<file path="src/rtl/lane_draw_sequencer.sv">
// Frame-tick driven scheduler feeding the shared 4x4 square plotter.
// Optional LANE_DRAW_SKIP_UNCHANGED_EN: redraw only slots that changed.
module lane_draw_sequencer #(
  parameter int unsigned LANE_LEN  = 26,
  parameter int unsigned X_ORIGIN  = 2,
  parameter int unsigned X_STEP    = 6,
  parameter int unsigned Y_RED     = 20,
  parameter int unsigned Y_YELLOW  = 50,
  parameter int unsigned Y_BLUE    = 80,
  parameter logic [3:0]  BUSY_WAIT = 4'd15
) (
  input  logic                clk,
  input  logic                reset,
  input  logic                frame_tick,
  input  logic [LANE_LEN-1:0] red_seq,
  input  logic [LANE_LEN-1:0] yellow_seq,
  input  logic [LANE_LEN-1:0] blue_seq,
  input  logic                draw_busy,
  output logic                draw_start,
  output logic [7:0]          draw_x,
  output logic [6:0]          draw_y,
  output logic [2:0]          draw_colour,
  output logic                busy,
  output logic                frame_done,
  output logic [7:0]          overrun_count
);

  localparam int unsigned SW = $clog2(LANE_LEN);
  localparam logic [SW-1:0] SLOT_LAST = SW'(LANE_LEN - 1);
  localparam logic [7:0] X0 = 8'(X_ORIGIN);
  localparam logic [7:0] XS = 8'(X_STEP);

  // Rightmost square must stay on the 160-pixel screen; timeout is reserved.
  if (X_ORIGIN + (LANE_LEN - 1) * X_STEP + 3 > 159 || BUSY_WAIT == 4'd0)
  begin : g_cfg_check
    $error("lane_draw_sequencer: bad geometry or reserved timeout");
  end

  typedef enum logic [2:0] {
    S_IDLE,
    S_ISSUE,
    S_WAIT,
    S_DONE,
    S_SCAN
  } state_e;

  state_e              state_q, state_d;
  logic [1:0]          lane_q, lane_d;
  logic [SW-1:0]       slot_q, slot_d;
  logic [7:0]          x_acc_q, x_acc_d;
  logic [LANE_LEN-1:0] red_q, red_d;
  logic [LANE_LEN-1:0] yel_q, yel_d;
  logic [LANE_LEN-1:0] blu_q, blu_d;
  logic [7:0]          ovr_q, ovr_d;

`ifdef LANE_DRAW_SKIP_UNCHANGED_EN
  logic [LANE_LEN-1:0] red_prev_q, red_prev_d;
  logic [LANE_LEN-1:0] yel_prev_q, yel_prev_d;
  logic [LANE_LEN-1:0] blu_prev_q, blu_prev_d;
  logic                first_q, first_d;
  logic [LANE_LEN-1:0] prev_vec;
  logic                prev_bit;
`endif

  logic [LANE_LEN-1:0] cur_vec;
  logic                cur_bit;
  logic [6:0]          lane_y;
  logic [2:0]          lane_col;
  logic [2:0]          slot_col;
  logic                last_slot;
  logic                last_lane;
  logic                final_slot;
  logic [SW-1:0]       nxt_slot;
  logic [7:0]          nxt_x;
  logic [1:0]          nxt_lane;
  logic                drawing;

  always_comb begin
    cur_vec  = '0;
    lane_y   = '0;
    lane_col = '0;
    unique case (lane_q)
      2'd0: begin
        cur_vec  = red_q;
        lane_y   = 7'(Y_RED);
        lane_col = 3'b100;
      end
      2'd1: begin
        cur_vec  = yel_q;
        lane_y   = 7'(Y_YELLOW);
        lane_col = 3'b110;
      end
      2'd2: begin
        cur_vec  = blu_q;
        lane_y   = 7'(Y_BLUE);
        lane_col = 3'b001;
      end
      default: begin
        cur_vec  = '0;
        lane_y   = '0;
        lane_col = '0;
      end
    endcase
  end

`ifdef LANE_DRAW_SKIP_UNCHANGED_EN
  always_comb begin
    prev_vec = '0;
    unique case (lane_q)
      2'd0:    prev_vec = red_prev_q;
      2'd1:    prev_vec = yel_prev_q;
      2'd2:    prev_vec = blu_prev_q;
      default: prev_vec = '0;
    endcase
  end
  assign prev_bit = prev_vec[slot_q];
`endif

  assign cur_bit    = cur_vec[slot_q];
  assign last_slot  = (slot_q == SLOT_LAST);
  assign last_lane  = (lane_q == 2'd2);
  assign final_slot = last_slot && last_lane;

  // Empty hit-column cells get a white marker so the target stays visible.
  assign slot_col = cur_bit   ? lane_col :
                    last_slot ? 3'b111   : 3'b000;

  // x advances by accumulation; wrap back to the origin on a lane change.
  assign nxt_slot = last_slot ? '0 : slot_q + SW'(1);
  assign nxt_x    = last_slot ? X0 : x_acc_q + XS;
  assign nxt_lane = last_slot ? lane_q + 2'd1 : lane_q;

  always_comb begin
    state_d = state_q;
    lane_d  = lane_q;
    slot_d  = slot_q;
    x_acc_d = x_acc_q;
    red_d   = red_q;
    yel_d   = yel_q;
    blu_d   = blu_q;
    ovr_d   = ovr_q;
`ifdef LANE_DRAW_SKIP_UNCHANGED_EN
    red_prev_d = red_prev_q;
    yel_prev_d = yel_prev_q;
    blu_prev_d = blu_prev_q;
    first_d    = first_q;
`endif
    if (frame_tick && state_q != S_IDLE && ovr_q != 8'hFF)
      ovr_d = ovr_q + 8'd1;
    unique case (state_q)
      S_IDLE: begin
        if (frame_tick) begin
          red_d   = red_seq;
          yel_d   = yellow_seq;
          blu_d   = blue_seq;
          lane_d  = 2'd0;
          slot_d  = '0;
          x_acc_d = X0;
`ifdef LANE_DRAW_SKIP_UNCHANGED_EN
          state_d = S_SCAN;
`else
          state_d = S_ISSUE;
`endif
        end
      end
      S_ISSUE: state_d = S_WAIT;
      S_WAIT: begin
        if (!draw_busy) begin
          lane_d  = nxt_lane;
          slot_d  = nxt_slot;
          x_acc_d = nxt_x;
`ifdef LANE_DRAW_SKIP_UNCHANGED_EN
          state_d = S_SCAN;
`else
          state_d = final_slot ? S_DONE : S_ISSUE;
`endif
        end
      end
      S_DONE: begin
        state_d = S_IDLE;
`ifdef LANE_DRAW_SKIP_UNCHANGED_EN
        red_prev_d = red_q;
        yel_prev_d = yel_q;
        blu_prev_d = blu_q;
        first_d    = 1'b0;
`endif
      end
`ifdef LANE_DRAW_SKIP_UNCHANGED_EN
      S_SCAN: begin
        // lane 3 means every slot of blue has been visited
        if (lane_q == 2'd3) begin
          state_d = S_DONE;
        end else if (first_q || cur_bit != prev_bit) begin
          state_d = S_ISSUE;
        end else begin
          lane_d  = nxt_lane;
          slot_d  = nxt_slot;
          x_acc_d = nxt_x;
        end
      end
`endif
      default: state_d = S_IDLE;
    endcase
  end

  always_ff @(posedge clk) begin
    if (reset) begin
      state_q <= S_IDLE;
      lane_q  <= '0;
      slot_q  <= '0;
      x_acc_q <= '0;
      red_q   <= '0;
      yel_q   <= '0;
      blu_q   <= '0;
      ovr_q   <= '0;
    end else begin
      state_q <= state_d;
      lane_q  <= lane_d;
      slot_q  <= slot_d;
      x_acc_q <= x_acc_d;
      red_q   <= red_d;
      yel_q   <= yel_d;
      blu_q   <= blu_d;
      ovr_q   <= ovr_d;
    end
  end

`ifdef LANE_DRAW_SKIP_UNCHANGED_EN
  always_ff @(posedge clk) begin
    if (reset) begin
      red_prev_q <= '0;
      yel_prev_q <= '0;
      blu_prev_q <= '0;
      first_q    <= 1'b1;
    end else begin
      red_prev_q <= red_prev_d;
      yel_prev_q <= yel_prev_d;
      blu_prev_q <= blu_prev_d;
      first_q    <= first_d;
    end
  end
`endif

  assign drawing       = (state_q == S_ISSUE) || (state_q == S_WAIT);
  assign draw_start    = (state_q == S_ISSUE);
  assign draw_x        = drawing ? x_acc_q  : '0;
  assign draw_y        = drawing ? lane_y   : '0;
  assign draw_colour   = drawing ? slot_col : '0;
  assign busy          = (state_q != S_IDLE);
  assign frame_done    = (state_q == S_DONE);
  assign overrun_count = ovr_q;

endmodule
</file>
<file path="config.mk">
export PLATFORM = sky130hd
export DESIGN_NAME = lane_draw_sequencer
export DESIGN_NICKNAME = d
export VERILOG_FILES = /design/src/rtl/lane_draw_sequencer.sv
export SDC_FILE = /design/constraint.sdc
export NUM_CORES = 1
export LEC_CHECK = 0
export CAP_MARGIN = 20
export CORE_ASPECT_RATIO = 1.1
export CORE_UTILIZATION = 30
export CTS_CLUSTER_SIZE = 40
export DETAILED_ROUTE_END_ITERATION = 7
export MAX_ROUTING_LAYER = met4
export SLEW_MARGIN = 40
export SYNTH_ARGS = -nofsm -noshare
export SYNTH_HDL_FRONTEND = slang
export SYNTH_SLANG_ARGS = --single-unit
</file>
<file path="constraint.sdc">
create_clock -name clk -period 4.45 [get_ports clk]
set_input_delay 0.89 -clock clk [delete_from_list [all_inputs] [get_ports clk]]
set_output_delay 0.89 -clock clk [all_outputs]
set_load 0.005 [all_outputs]
</file>
After elaboration in Yosys (flattened, before gate mapping):

Index checks and enable logic that the tools add are counted.

* div/mod/pow operators: 0
* muxes and demuxes: 26
* multipliers: 0
* $lt $le $gt $ge: 1
* bitwise gates (word level): 0
* reduce and logical (&&, ||, !) cells: 12
* equality and inequality tests: 10
* $add $sub $neg: 4
* shifts and indexed selects: 0

Operators by type and width (number)
* one-hot mux 26 bit (3 select lines): 1
* two-way mux 8 bit: 4
* one-hot mux 7 bit (3 select lines): 1
* one-hot mux 3 bit (3 select lines): 2
* one-hot mux 8 bit (2 select lines): 1
* two-way mux 3 bit: 5
* two-way mux 5 bit: 3
* one-hot mux 5 bit (2 select lines): 1
* adder 8 x 1 -> 8 bit, second input constant: 1
* adder 8 x 3 -> 8 bit, second input constant: 1
* two-way mux 2 bit: 4
* != test 8 bit, second input constant: 1
* two-way mux 7 bit: 1
* equality test 3 x 2 -> 1 bit, second input constant: 2
* < comparator 5 x 6 -> 1 bit, second input constant: 1
* != test 2 bit, second input constant: 3
* adder 5 x 1 -> 5 bit, second input constant: 1
* binary-select mux 1 bit (select 5 bit): 1
* equality test 5 bit, second input constant: 1
* one-hot mux 2 bit (2 select lines): 1
* AND reduction 2 bit: 2
* AND reduction 4 bit: 1
* equality test 3 x 1 -> 1 bit, second input constant: 1
* logical AND 1 bit: 3
* other kinds (10): 10

* RAM bits: 0
* logic and storage cells: 61
* ROM bits: 0
* latch bits: 0
* bits in registers: 104
* memories: 0

Logic depth before layout (Yosys ltp):

Gate-level depths: netlist (run 1).

* depth after elaboration: 6
* depth in mapped cells: 10

Worst setup path before layout (run 1):

OpenSTA, ideal clock, no wires.

* path type: reg2out
* start: register lane_q[0]
* end: output port draw_colour[0]
* arrival time: 1940 ps
* buffers on the path: 1
* stages on the path, launching flop included: 10
* setup slack: 1620 ps
* data required time: 3560 ps
* cells stage by stage: dfxtp_1 > inv_1 > ha_1 > buf_6 > a222oi_1 > a221oi_1 > a2111oi_2 > a21oi_2 > a21oi_2 > o21bai_1

* word-level cells in the longest chain between the ends: 6
* elaborated cells between the ends (all ways): 9
* those cells by class: eq/ne: 2; mux: 6; reduce/logical: 1

RTL lines
* from (decl): line 48 `logic [1:0] lane_q, lane_d;`
* from (signal assigned): line 218 `lane_q <= lane_d;`
* equality test 2 bit, or another cell as far along: line 82 `unique case (lane_q)`
* one-hot mux 26 bit (3 select lines): line 82
* binary-select mux 1 bit (select 5 bit): line 119 `assign cur_bit = cur_vec[slot_q];`
* two-way mux 1 bit (implied by the code): line 119
* two-way mux 3 bit *: line 125 `assign slot_col = cur_bit ? lane_col :`
* two-way mux 3 bit *: line 248 `assign draw_colour = drawing ? slot_col : '0;`
* to (decl): line 22 `output logic [2:0] draw_colour,`

Every way passes the cells marked *; elsewhere a longest branch is shown, timed or not. The select of a mux whose other input is x is not followed.

Worst setup path after layout (run 1):

* start: register lane_q[0]
* end: output port draw_colour[2]

The elaborated chain is that of the path after synthesis.

==> results, run 1 <==
- The final period utilization is a little over 90%.
- The peak clock frequency supported by timing is between 200 and 250 MHz.
- The number of violations of the max-capacitance limit is 0.
- The number of fill cells in the layout is 1524.
- The floorplan has 47 rows.
- The element type at the critical path end is an output port.
- The tightest min-delay check is of the register to register type.
- The clock tree synthesis step divided the H-tree into 3 levels.
- Leaving out fill and tap cells, the most frequent cells in the layout are 175 x sky130_fd_sc_hd__nand2_1, 106 x sky130_fd_sc_hd__clkdlybuf4s50_1, 102 x sky130_fd_sc_hd__dfxtp_1, 99 x sky130_fd_sc_hd__a21oi_1, 33 x sky130_fd_sc_hd__nor2_1.
- The starting density of the core is 30.8%.
- For flop-to-flop paths, the worst setup slack is between 2 and 2.5 ns.
- Of all nets on the critical path, the largest fanout is 27.
- In this run the horizontal extent of the chip is 121 um.
- The cell area that synthesis handed to floorplanning was 4660 sq um.
- Of all flip-flops after synthesis, the portion carrying an async set or reset was 0%.
- The run finished with clean final reports.
- The buffer levels on the longest clock path is 2.
- The worst setup path is of the register to output port kind.
- After the first detailed-routing iteration, the DRC count stood at 298.
- The post-detailed-placement half-perimeter wirelength is 9210 um.
- The number of max-slew violations in the final report is 0.
- The largest vdd supply drop is ~0.19 mV.
- The startpoint of the tightest hold check path is red_q[11]$_SDFFE_PP0P_.
- After global routing the overflow that remains totals 0.
- The routed design has ~13000 um of wire.
- Setup repair after global routing left no endpoint under its margin.
- The congestion estimate from routability-driven global placement came to 0.825.
- The number of antenna violations at the first check in global routing is 0.
- The final route contains 4324 vias.
- The total global-route track usage is 16.7%.
- The transition time at the pin with the least slew margin is 0.676 ns.
- The number of warning messages in the yosys log is 0.
- TritonCTS created 9 clock buffers.
- In the final layout, the share of cells above drive strength 1 is 4.69%.
- The analysis attributes to cell leakage a power of around 0.0021 uW.
- The antenna violation net count after detailed routing is 0.
- During I/O placement, the number of pins put on the boundary was 111.
- The average wire per cell in the routed design is 14.3 um.
- Across all setup checks in the final design, the least slack found is 0.349 ns.
- The number of clock sinks is 102.
- 0 antenna diodes ended up in the layout.
- During placement, the flow inserted port buffers numbering 107.
- In this run the power density over the cells is 449 nW/um^2.
- Summed over all failing endpoints, the final setup total negative slack is 0 ns.
- The routed design could run at a clock period as short as 4.10 ns.
- The vertical die dimension is 133 um.
- Measured against its own limit, the worst slew margin works out to between 50% and 60%.
- The library cell used most frequently in the layout, excluding fill and tap cells, is sky130_fd_sc_hd__nand2_1.
- The clock root buffer is sky130_fd_sc_hd__clkbuf_16.
- After the last flow step, the layout net total stands at between 700 and 800.
- The global-route wire length before repair is 20500 um.
- The count of endpoints failing setup in the final report is 0.
- The worst-case clock skew is 0.00312 ns.
- In this run, post-CTS hold repair placed 0 buffers.
- The placement-stage worst setup slack is ~0.37 ns.
- The insertion delay to the later sink of the worst-skew pair is 0.34 ns.
- The number of flops mapped to enable cells by yosys is 0.
- The buffers inserted during post-CTS setup optimization is 0.
- The register bit count reported by yosys is 102.
- TritonCTS built the clock tree.
- Summing all multi-input logic gate instances after layout gives between 2000 and 2500 sq um.
- Compared with the post-synthesis result, the final layout area differs by 31.3%.
- The total area inside the core boundary comes to 15100 sq um.
- The number of standard cells after synthesis is 604.
- The die covers 16000 sq um.
- The sequential area share after synthesis is about 44%.
- The worst flop-to-flop path startpoint is state_q[0]$_SDFFE_PP0P_.
- Registers take 2040 sq um.
- The number of hold violations in the final report was 0.
- The number of detailed-route iterations in the first pass is 5.
- The number of remaining DRC errors is 0.
- Entering global routing, the biggest net connects between 60 and 70 pins.
- The post-cts gate resize count is 2.
- In this run the mean area of a mapped cell was 7.71 sq um.
- The element type at the critical path start is a register.
- For the worst setup path, the data arrival time is roughly 3.2 ns.
- The number of global-route vias before repair is 4125.
- The data required time of the worst path is between 3 and 4 ns.
- The synthesized netlist contains 45 unique library cells.
- The first element of the critical path is lane_q[0]$_SDFFE_PP0P_.
- After detailed routing, the number of vias per cell comes to 4.92.
- The primary flip-flop cell chosen by synthesis mapping is sky130_fd_sc_hd__dfxtp_1.
- After clock tree synthesis, the clock-pin slew on the worst setup and hold paths is 0.06 ns.
where the power goes:
part	internal [uW]	total (uW)	switching (uW)	leakage [uW]
clock	520	846	326	0.000155
sequential	1050	1150	104	0.000834
combinational	322	750	427	0.00113
kinds of logic (layout without fill, tap and decap cells):
group                    count (synthesis)  in the layout  share of synthesized area [%]
AND/OR/NAND/NOR                        254            254                           22.9
AO/OA/AOI/OAI                          159            159                           21.3
flip-flops                             102            102                           43.8
buffers and inverters                   62            138                           5.88
adder cells (fa/ha/maj)                 13             13                           3.49
XOR/XNOR                                12             12                           2.26
other                                    1              3                         0.0805
multiplexers                             1              1                          0.215
area by class of cell:
type	count	share of cell area, %
inverter	12	0.736
sequential	102	33.4
timing repair buffer	111	18.0
multi-input combinational	442	38.6
tap	196	4.01
clock inverter	3	1.10
clock buffer	12	4.19
registers in the layout (all words and copies together) (netlist names):
signal	flops
blu_q	26
red_q	26
yel_q	26
overrun_count	8
x_acc_q	7
slot_q	5
lane_q	2
state_q	2
cells in the mapped netlist, drive strengths merged (2+ instances only):
cell    count  area [sq um]
nor3        3          15.0
or3         2          12.5
o21bai      4          30.0
o21ai       7          35.0
nand4b      2          17.5
nand4       5          31.3
a311oi      3          26.3
nand2     177           667
nor2b       3          18.8
a211oi      2          15.0
a221oi      3          26.3
nor2       33           124
inv        12          45.0
clkbuf     25          93.8
nand3       7          35.0
and2       12          75.1
buf        25           135
dfxtp     102          2040
nor4        2          12.5
ha         13           163
nand2b      3          18.8
xnor2       5          43.8
a222oi      8          80.1
xor2        7          61.3
a32oi       5          51.3
a22oi      21           158
a21oi     101           513
layer usage:
metal	vias to the layer above	track usage, %	wire [um]
met2	108	27.1	6120
met5	-	-	0
met1	2015	20.8	5700
met4	0	5.28	194
li1	2186	-	-
met3	15	3.23	541
stage by stage:
stage | area [sq um] | hold WS [ns] | instances | power (uW) | utilization, %
detailed placement | 5780 | 0.449 | 863 | 1920 | 38.3
global placement | 5780 | 0.450 | 863 | 1900 | 38.3
CTS | 6110 | 0.458 | 878 | 2770 | 40.5
finish | 6120 | 0.455 | 878 | 2750 | 40.5
floorplan | 4670 | 0.436 | 606 | 1630 | -
global route | 6120 | 0.479 | 878 | 2920 | 40.5
worst paths after layout:
check | to | cells past startpoint
max | draw_colour[2] | 9
min | red_q[11]$_SDFFE_PP0P_ | 2
min reg2reg | red_q[11]$_SDFFE_PP0P_ | 2
max reg2reg | x_acc_q[2]$_SDFFE_PP0P_ | 8
worst max-delay path: stages (launching register included):
cell and delay [ns]:
sky130_fd_sc_hd__dfxtp_1 0.40, sky130_fd_sc_hd__inv_1 0.11, sky130_fd_sc_hd__ha_2 0.37, sky130_fd_sc_hd__a222oi_1 0.43, sky130_fd_sc_hd__a221oi_1 0.17, sky130_fd_sc_hd__a2111oi_2 0.42
sky130_fd_sc_hd__a21oi_2 0.09, sky130_fd_sc_hd__a21oi_2 0.20, sky130_fd_sc_hd__o21bai_1 0.15, sky130_fd_sc_hd__clkdlybuf4s50_1 0.52
Power figures use the tool's default switching activity.
==> run 2, diff against run 1 <==
==> constraint.sdc (replaced) <==
create_clock -name clk -period 4 [get_ports clk]
set_input_delay 0.8 -clock clk [delete_from_list [all_inputs] [get_ports clk]]
set_output_delay 0.8 -clock clk [all_outputs]
set_load 0.005 [all_outputs]
==> results, run 2 (synthesis results as in run 1) <==
- The largest net degree at the start of global routing is 59.
- The horizontal die dimension is 121 um.
- The number of antenna violations at the first check in global routing is 0.
- The final period utilization is 90.9%.
- Max-cap violations in this run came to 0.
- The worst setup path is captured at an output port.
- The signal on the critical path passes through inv_1 > ha_4 > buf_4 > a222oi_1 > nand3_1 > a2111oi_4 > a21oi_2 > a21oi_2 > buf_4 > o21bai_1 > dlymetal6s2s_1.
- The floorplan step defined a die boundary enclosing around 16000 sq um.
- The detail route stage leaves a number of antenna-violating nets equal to 0.
- The largest vdd supply drop is 0.221 mV.
- The type of the setup path with the least slack is register to output port.
- The number of DRC violations after detailed-routing iteration 0 is about 280.
- The clock tree synthesis step divided the H-tree into 3 levels.
- The number of clock buffers added by TritonCTS is 9.
- For this design the static power due to leakage is 0.00220 uW.
- The clock root buffer is sky130_fd_sc_hd__clkbuf_16.
- The path category of the worst min-delay check is register to register.
- The net count of the finished layout is around 780.
- The CTS tree is built.
- The initialized floorplan defines 47 standard-cell rows.
- The number of detailed-route iterations in the first pass is 6.
- The buffer levels on the longest clock path is 2.
- During I/O placement, the number of pins put on the boundary was 111.
- The average wire per cell in the routed design is 14.3 um.
- The synthesis-to-layout area growth is 32.3%.
- Headroom to the max-slew limit came out at 52.9%.
- 0 antenna diodes ended up in the layout.
- The post-route minimum period is 3.64 ns.
- Data on the critical path arrives at its endpoint at 2.84 ns.
- In the final layout, the registers with the most flip-flops are blu_q (26), red_q (26), yel_q (26).
- The total overflow reported by the global router is 0.
- Dividing total power by cell area gives a power density of around 470 nW/um^2.
- The final layout contains routed wiring with a total length of approximately 13000 um.
- The vertical die dimension is 133 um.
- The number of clock sinks is 102.
- The peak clock frequency supported by timing is 275 MHz.
- The flow ran to the end, and the final reports show no timing, DRC or antenna violations.
- The number of remaining DRC errors is 0.
- The largest individual stage delay along the critical path comes from the cell sky130_fd_sc_hd__a2111oi_4.
- For the worst setup path, the data required time is between 3 and 4 ns.
- The core region is between 15000 and 20000 sq um.
- The number of global-route vias before repair is 4241.
- Leaving out fill and tap cells, the most frequent cells in the layout are 175 x sky130_fd_sc_hd__nand2_1, 103 x sky130_fd_sc_hd__clkdlybuf4s50_1, 100 x sky130_fd_sc_hd__dfxtp_1, 99 x sky130_fd_sc_hd__a21oi_1, 33 x sky130_fd_sc_hd__nor2_1.
- Global routing used ~17% of the available tracks.
- After filler insertion, the fill cell instance count of the layout stands at 1531.
- The number of buffers inserted by hold repair at cts is 0.
- Detailed placement finished with a half-perimeter wire length of 9500 um.
- For this run, the slowest stage of the critical path takes 0.45 ns.
- For this configuration, the core starts out at a cell density of 30.8%.
- The worst-case clock skew is 0.00671 ns.
- In this run the worst path has a maximum fanout of 9.
- STA classifies the critical path startpoint as a register.
- The summed negative setup slack over all endpoints is 0 ns.
- Of the cells placed in the final design, the portion with a size suffix greater than 1 is 6.35%.
- The via density per instance is 4.94.
- The number of max-slew violations in the final report is 0.
- For the pin with the worst max-slew slack, the measured transition is 0.707 ns.
- The insertion delay to the later sink of the worst-skew pair is 0.34 ns.
- The global-route wire length before repair is 20400 um.
- The port buffer count is 107.
- The number of hold violations in the final report came to 0.
- Detailed routing inserted a total of 4395 vias.
- On the final layout, the worst hold slack is 0.455 ns.
- Setup repair after global routing left no endpoint under its margin.
- The leading cell type in the layout, fill and taps excluded is sky130_fd_sc_hd__nand2_1.
- Routability-driven placement finished with a final weighted congestion of roughly 0.88.
- Setup violations remaining at the end of the flow were counted as 0.
- The clock-pin transition on the worst setup and hold timing paths is 0.07 ns.
==> run 2: changes by cell type in the layout (fill, tap and decap cells not counted), moves of 2 or more <==
cell / before / now
sky130_fd_sc_hd__ha_2: 3 / 1
sky130_fd_sc_hd__clkdlybuf4s50_1: 106 / 103
sky130_fd_sc_hd__dlymetal6s2s_1: 0 / 3
sky130_fd_sc_hd__bufinv_16: 2 / 0
sky130_fd_sc_hd__buf_4: 5 / 14
sky130_fd_sc_hd__dfxtp_1: 102 / 100
sky130_fd_sc_hd__dfxtp_2: 0 / 2
sky130_fd_sc_hd__clkbuf_8: 2 / 0
sky130_fd_sc_hd__clkinvlp_4: 1 / 3
==> run 2: where the power goes <==
part           internal, uW  switching (uW)  total, uW  leakage [uW]
Clock                   422             376        798      0.000122
Combinational           367             476        843       0.00124
Sequential             1160             116       1280      0.000835
Total                  1950             968       2920       0.00220
==> run 2: path summary, 6_finish.rpt <==
kind                                 from                      end  slack (ns)  depth (start not counted)
setup / recovery   lane_q[1]$_SDFFE_PP0P_           draw_colour[1]        0.36                         11
hold / removal     yel_q[11]$_SDFFE_PP0P_   yel_q[11]$_SDFFE_PP0P_        0.46                          2
setup reg to reg  state_q[0]$_SDFFE_PP0P_  x_acc_q[2]$_SDFFE_PP0P_        1.82                          8
hold reg to reg    yel_q[11]$_SDFFE_PP0P_   yel_q[11]$_SDFFE_PP0P_        0.46                          2
==> run 2: worst max-delay path, delay by kind of cell, from the launching register on <==
family	cells	cell delay [ns]
compound gates	5	1.16
fa+ha+maj	1	0.20
flops	1	0.36
buf+inv	4	0.55
simple gates	1	0.22
==> run 2: stage by stage <==
step | setup slack, ns | power (uW) | utilization (%) | std cells | cell area [sq um]
after global placement | 0.488 | 2130 | 38.7 | 872 | 5850
after global routing | 0.206 | 3110 | 40.8 | 889 | 6160
final | 0.362 | 2920 | 40.8 | 889 | 6160
after detailed placement | 0.385 | 2150 | 38.7 | 872 | 5850
after floorplan | 1.26 | 1810 | - | 606 | 4670
after CTS | 0.0360 | 2950 | 40.6 | 888 | 6130
==> run 2: layout make-up <==
cell class	count	area, sq um	share of cell area [%]
multi-input cells	442	2380	38.6
repair buffers	121	1180	19.1
flip-flops and latches	102	2040	33.2
clock inverters	5	36.3	0.589
clock buffers	11	233	3.78
well taps	196	245	3.98
inverters	12	45.0	0.731
==> run 2: layer usage <==
metal  share of wire (%)  global-route usage, %  wire length, um  vias up
met4                 1.8                   5.69              224        0
met5                   0                      -                0        -
met3                 5.2                   2.97              665       16
met2                  48                   26.9             6110      132
met1                  45                   20.7             5670     2032
li1                    -                      -                -     2215
==> run 2: repair_timing <==
action / CTS / global route
buffers inserted: 0 / 1
endpoints found under the setup margin: 3 / 3
pin swaps: 0 / 3
gates resized for setup: 2 / 8
endpoints found under the hold margin: 0 / 0
==> run 3, diff against run 2 <==
--- a/config.mk
+++ b/config.mk
@@ -15,3 +15,4 @@
 export SYNTH_ARGS = -nofsm -noshare
 export SYNTH_HDL_FRONTEND = slang
 export SYNTH_SLANG_ARGS = --single-unit
+export TNS_END_PERCENT = 30
==> results, run 3 (synthesis results as in run 1) <==
- The clock-pin transition on the worst setup and hold timing paths is 0.07 ns.
- VDD sags by at most 0.221 mV.
- Setup repair after global routing left no endpoint under its margin.
- Timing would allow up to 280 MHz.
- The filler cells instantiated in the layout total 1533.
- Input and output buffers added on the ports amount to 107.
- The global-route wire length before repair is 20400 um.
- For this run, design rule violations remaining after detail routing come to 0.
- The I/O pin count is ~110.
- The number of inserted diodes is 0.
- The worst-case clock skew is 0.00684 ns.
- Once detailed placement completed, the half-perimeter wirelength came to ~9500 um.
- The number of antenna violations at the first check in global routing came to 0.
- Dividing the detail-routed wire length by the instance count gives roughly 14 um.
- The number of instances in the placed design is 872.
- The clock passes through at most 2 buffers.
- In this run the worst path has a maximum fanout of 9.
- The element type at the critical path start is a register.
- The die is 133 um tall.
- The floorplan step defined a die boundary enclosing 16000 sq um.
- At the pin with the least slew margin, the transition time is 0.691 ns.
- Final hold analysis gives a worst-case slack of ~0.46 ns.
- The min-delay analysis places its worst path in the category register to register.
- In this run, the number of DRC markers left after iteration 0 of detailed routing was 294.
- The final cell count without fillers is 888.
- The library cell used most frequently in the layout, excluding fill and tap cells, is sky130_fd_sc_hd__nand2_1.
- Relative to the synthesized area, the layout overhead comes to 32.2%.
- The antenna violation net count after detailed routing is 0.
- The type of the setup path with the least slack is register to output port.
- The insertion delay to the later sink of the worst-skew pair is ~0.35 ns.
- The clock period could shrink to 3.57 ns.
- Max-cap violations in this run came to 0.
- Across all layers, the routed design uses 4387 vias.
- Setup violations remaining at the end of the flow were counted as 0.
- In the final layout, the registers with the most flip-flops are blu_q (26), red_q (26), yel_q (26).
- The number of global-route vias before repair is 4241.
- For this design the ratio of total power to cell area is 474 nW/um^2.
- The flow ran to the end, and the final reports show no timing, DRC or antenna violations.
- For the worst setup path, the data arrival time is 2.77 ns.
- The via density per instance is 4.94.
- The die is around 120 um wide.
- The starting density of the core is 30.8%.
- The element type at the critical path end is an output port.
- The number of placement rows is 47.
- Wires add up to roughly 13000 um.
- The total CTS buffers is 9.
- The number of hold violations in the final report is 0.
- At the end of routability-driven placement, the weighted congestion stood at 0.882.
- The net count of the finished layout is between 700 and 800.
- The top cell types in the final layout, fill and taps aside, are 175 x sky130_fd_sc_hd__nand2_1, 103 x sky130_fd_sc_hd__clkdlybuf4s50_1, 100 x sky130_fd_sc_hd__dfxtp_1, 99 x sky130_fd_sc_hd__a21oi_1, 33 x sky130_fd_sc_hd__nor2_1.
- The number of detailed-route iterations in the first pass is 7.
- The data required time of the worst path is 3.20 ns.
- The CTS tree is built.
- The number of clock sinks is between 100 and 150.
- Entering global routing, the biggest net connects 59 pins.
- The core region is 15100 sq um.
- The leakage power total is 0.00219 uW.
- In this run the tightest slew margin relative to its limit is 53.9%.
- The total overflow reported by the global router is 0.
- In this run the clock root is driven by a sky130_fd_sc_hd__clkbuf_16.
- Dividing the final minimum period by the clock period gives 89.2%.
- The number of hold buffers added after CTS was 0.
- The H-tree depth is 3.
- Cells with a size suffix above 1 make up under 10% of the layout.
- The summed negative setup slack over all endpoints is 0 ns.
- The number of max-slew violations in the final report is 0.
- In the global route stage, overall resource usage came out at 16.6%.
run 3: cell count changes in the layout (fill, tap and decap cells not counted), sizes merged:
cell and delta:
buf -1
run 3: per-stage QoR:
step | total power, uW | utilization [%] | setup slack [ns] | instance area [sq um]
floorplan | 1810 | - | 1.26 | 4670
global placement | 2130 | 38.7 | 0.488 | 5850
detailed placement | 2150 | 38.7 | 0.385 | 5850
CTS | 2950 | 40.6 | 0.0360 | 6130
global route | 3110 | 40.7 | 0.272 | 6160
finish | 2920 | 40.7 | 0.431 | 6160
run 3: final timing paths:
check	to	start	depth (start not counted)	slack [ns]
max	draw_colour[0]	lane_q[1]$_SDFFE_PP0P_	10	0.43
min	yel_q[11]$_SDFFE_PP0P_	yel_q[11]$_SDFFE_PP0P_	2	0.46
max reg2reg	x_acc_q[2]$_SDFFE_PP0P_	state_q[0]$_SDFFE_PP0P_	8	1.84
min reg2reg	yel_q[11]$_SDFFE_PP0P_	yel_q[11]$_SDFFE_PP0P_	2	0.46
run 3: worst max-delay path, cell delays in order, from the launching register on:
cell and delay [ns]:
sky130_fd_sc_hd__dfxtp_2 0.36, sky130_fd_sc_hd__inv_1 0.11, sky130_fd_sc_hd__ha_4 0.20, sky130_fd_sc_hd__buf_4 0.17, sky130_fd_sc_hd__a222oi_1 0.34, sky130_fd_sc_hd__nand3_1 0.22, sky130_fd_sc_hd__a2111oi_4 0.45, sky130_fd_sc_hd__a21oi_2 0.09
sky130_fd_sc_hd__a21oi_2 0.19, sky130_fd_sc_hd__o21bai_1 0.14, sky130_fd_sc_hd__dlymetal6s2s_1 0.16
run 3: routing by layer:
layer / wire length (um) / up-vias / share of wire, % / global-route usage, %
li1: - / 2214 / - / -
met2: 6130 / 131 / 49 / 26.9
met4: 225 / 0 / 1.8 / 5.69
met5: 0 / - / 0 / -
met3: 645 / 18 / 5.1 / 2.97
met1: 5620 / 2024 / 45 / 20.7
run 3: repair_timing:
item | in CTS | in global routing
endpoints found under the setup margin | 3 | 3
setup buffers | 0 | 0
resized for setup | 2 | 8
pin swaps | 0 | 3
hold endpoints to repair | 0 | 0
run 3: where the power goes:
group | leakage (uW) | total (uW) | switching [uW] | internal, uW
combinational | 0.00124 | 841 | 474 | 367
sequential | 0.000835 | 1280 | 116 | 1160
clock | 0.000122 | 798 | 376 | 422
run 3: layout make-up:
cell class              count  area (sq um)  area share (%)
multi-input cells         442          2380            38.7
flip-flops and latches    102          2040            33.2
repair buffers            120          1170            19.0
well taps                 196           245            3.98
clock buffers              11           233            3.78
inverters                  12          45.0           0.732
clock inverters             5          36.3           0.589
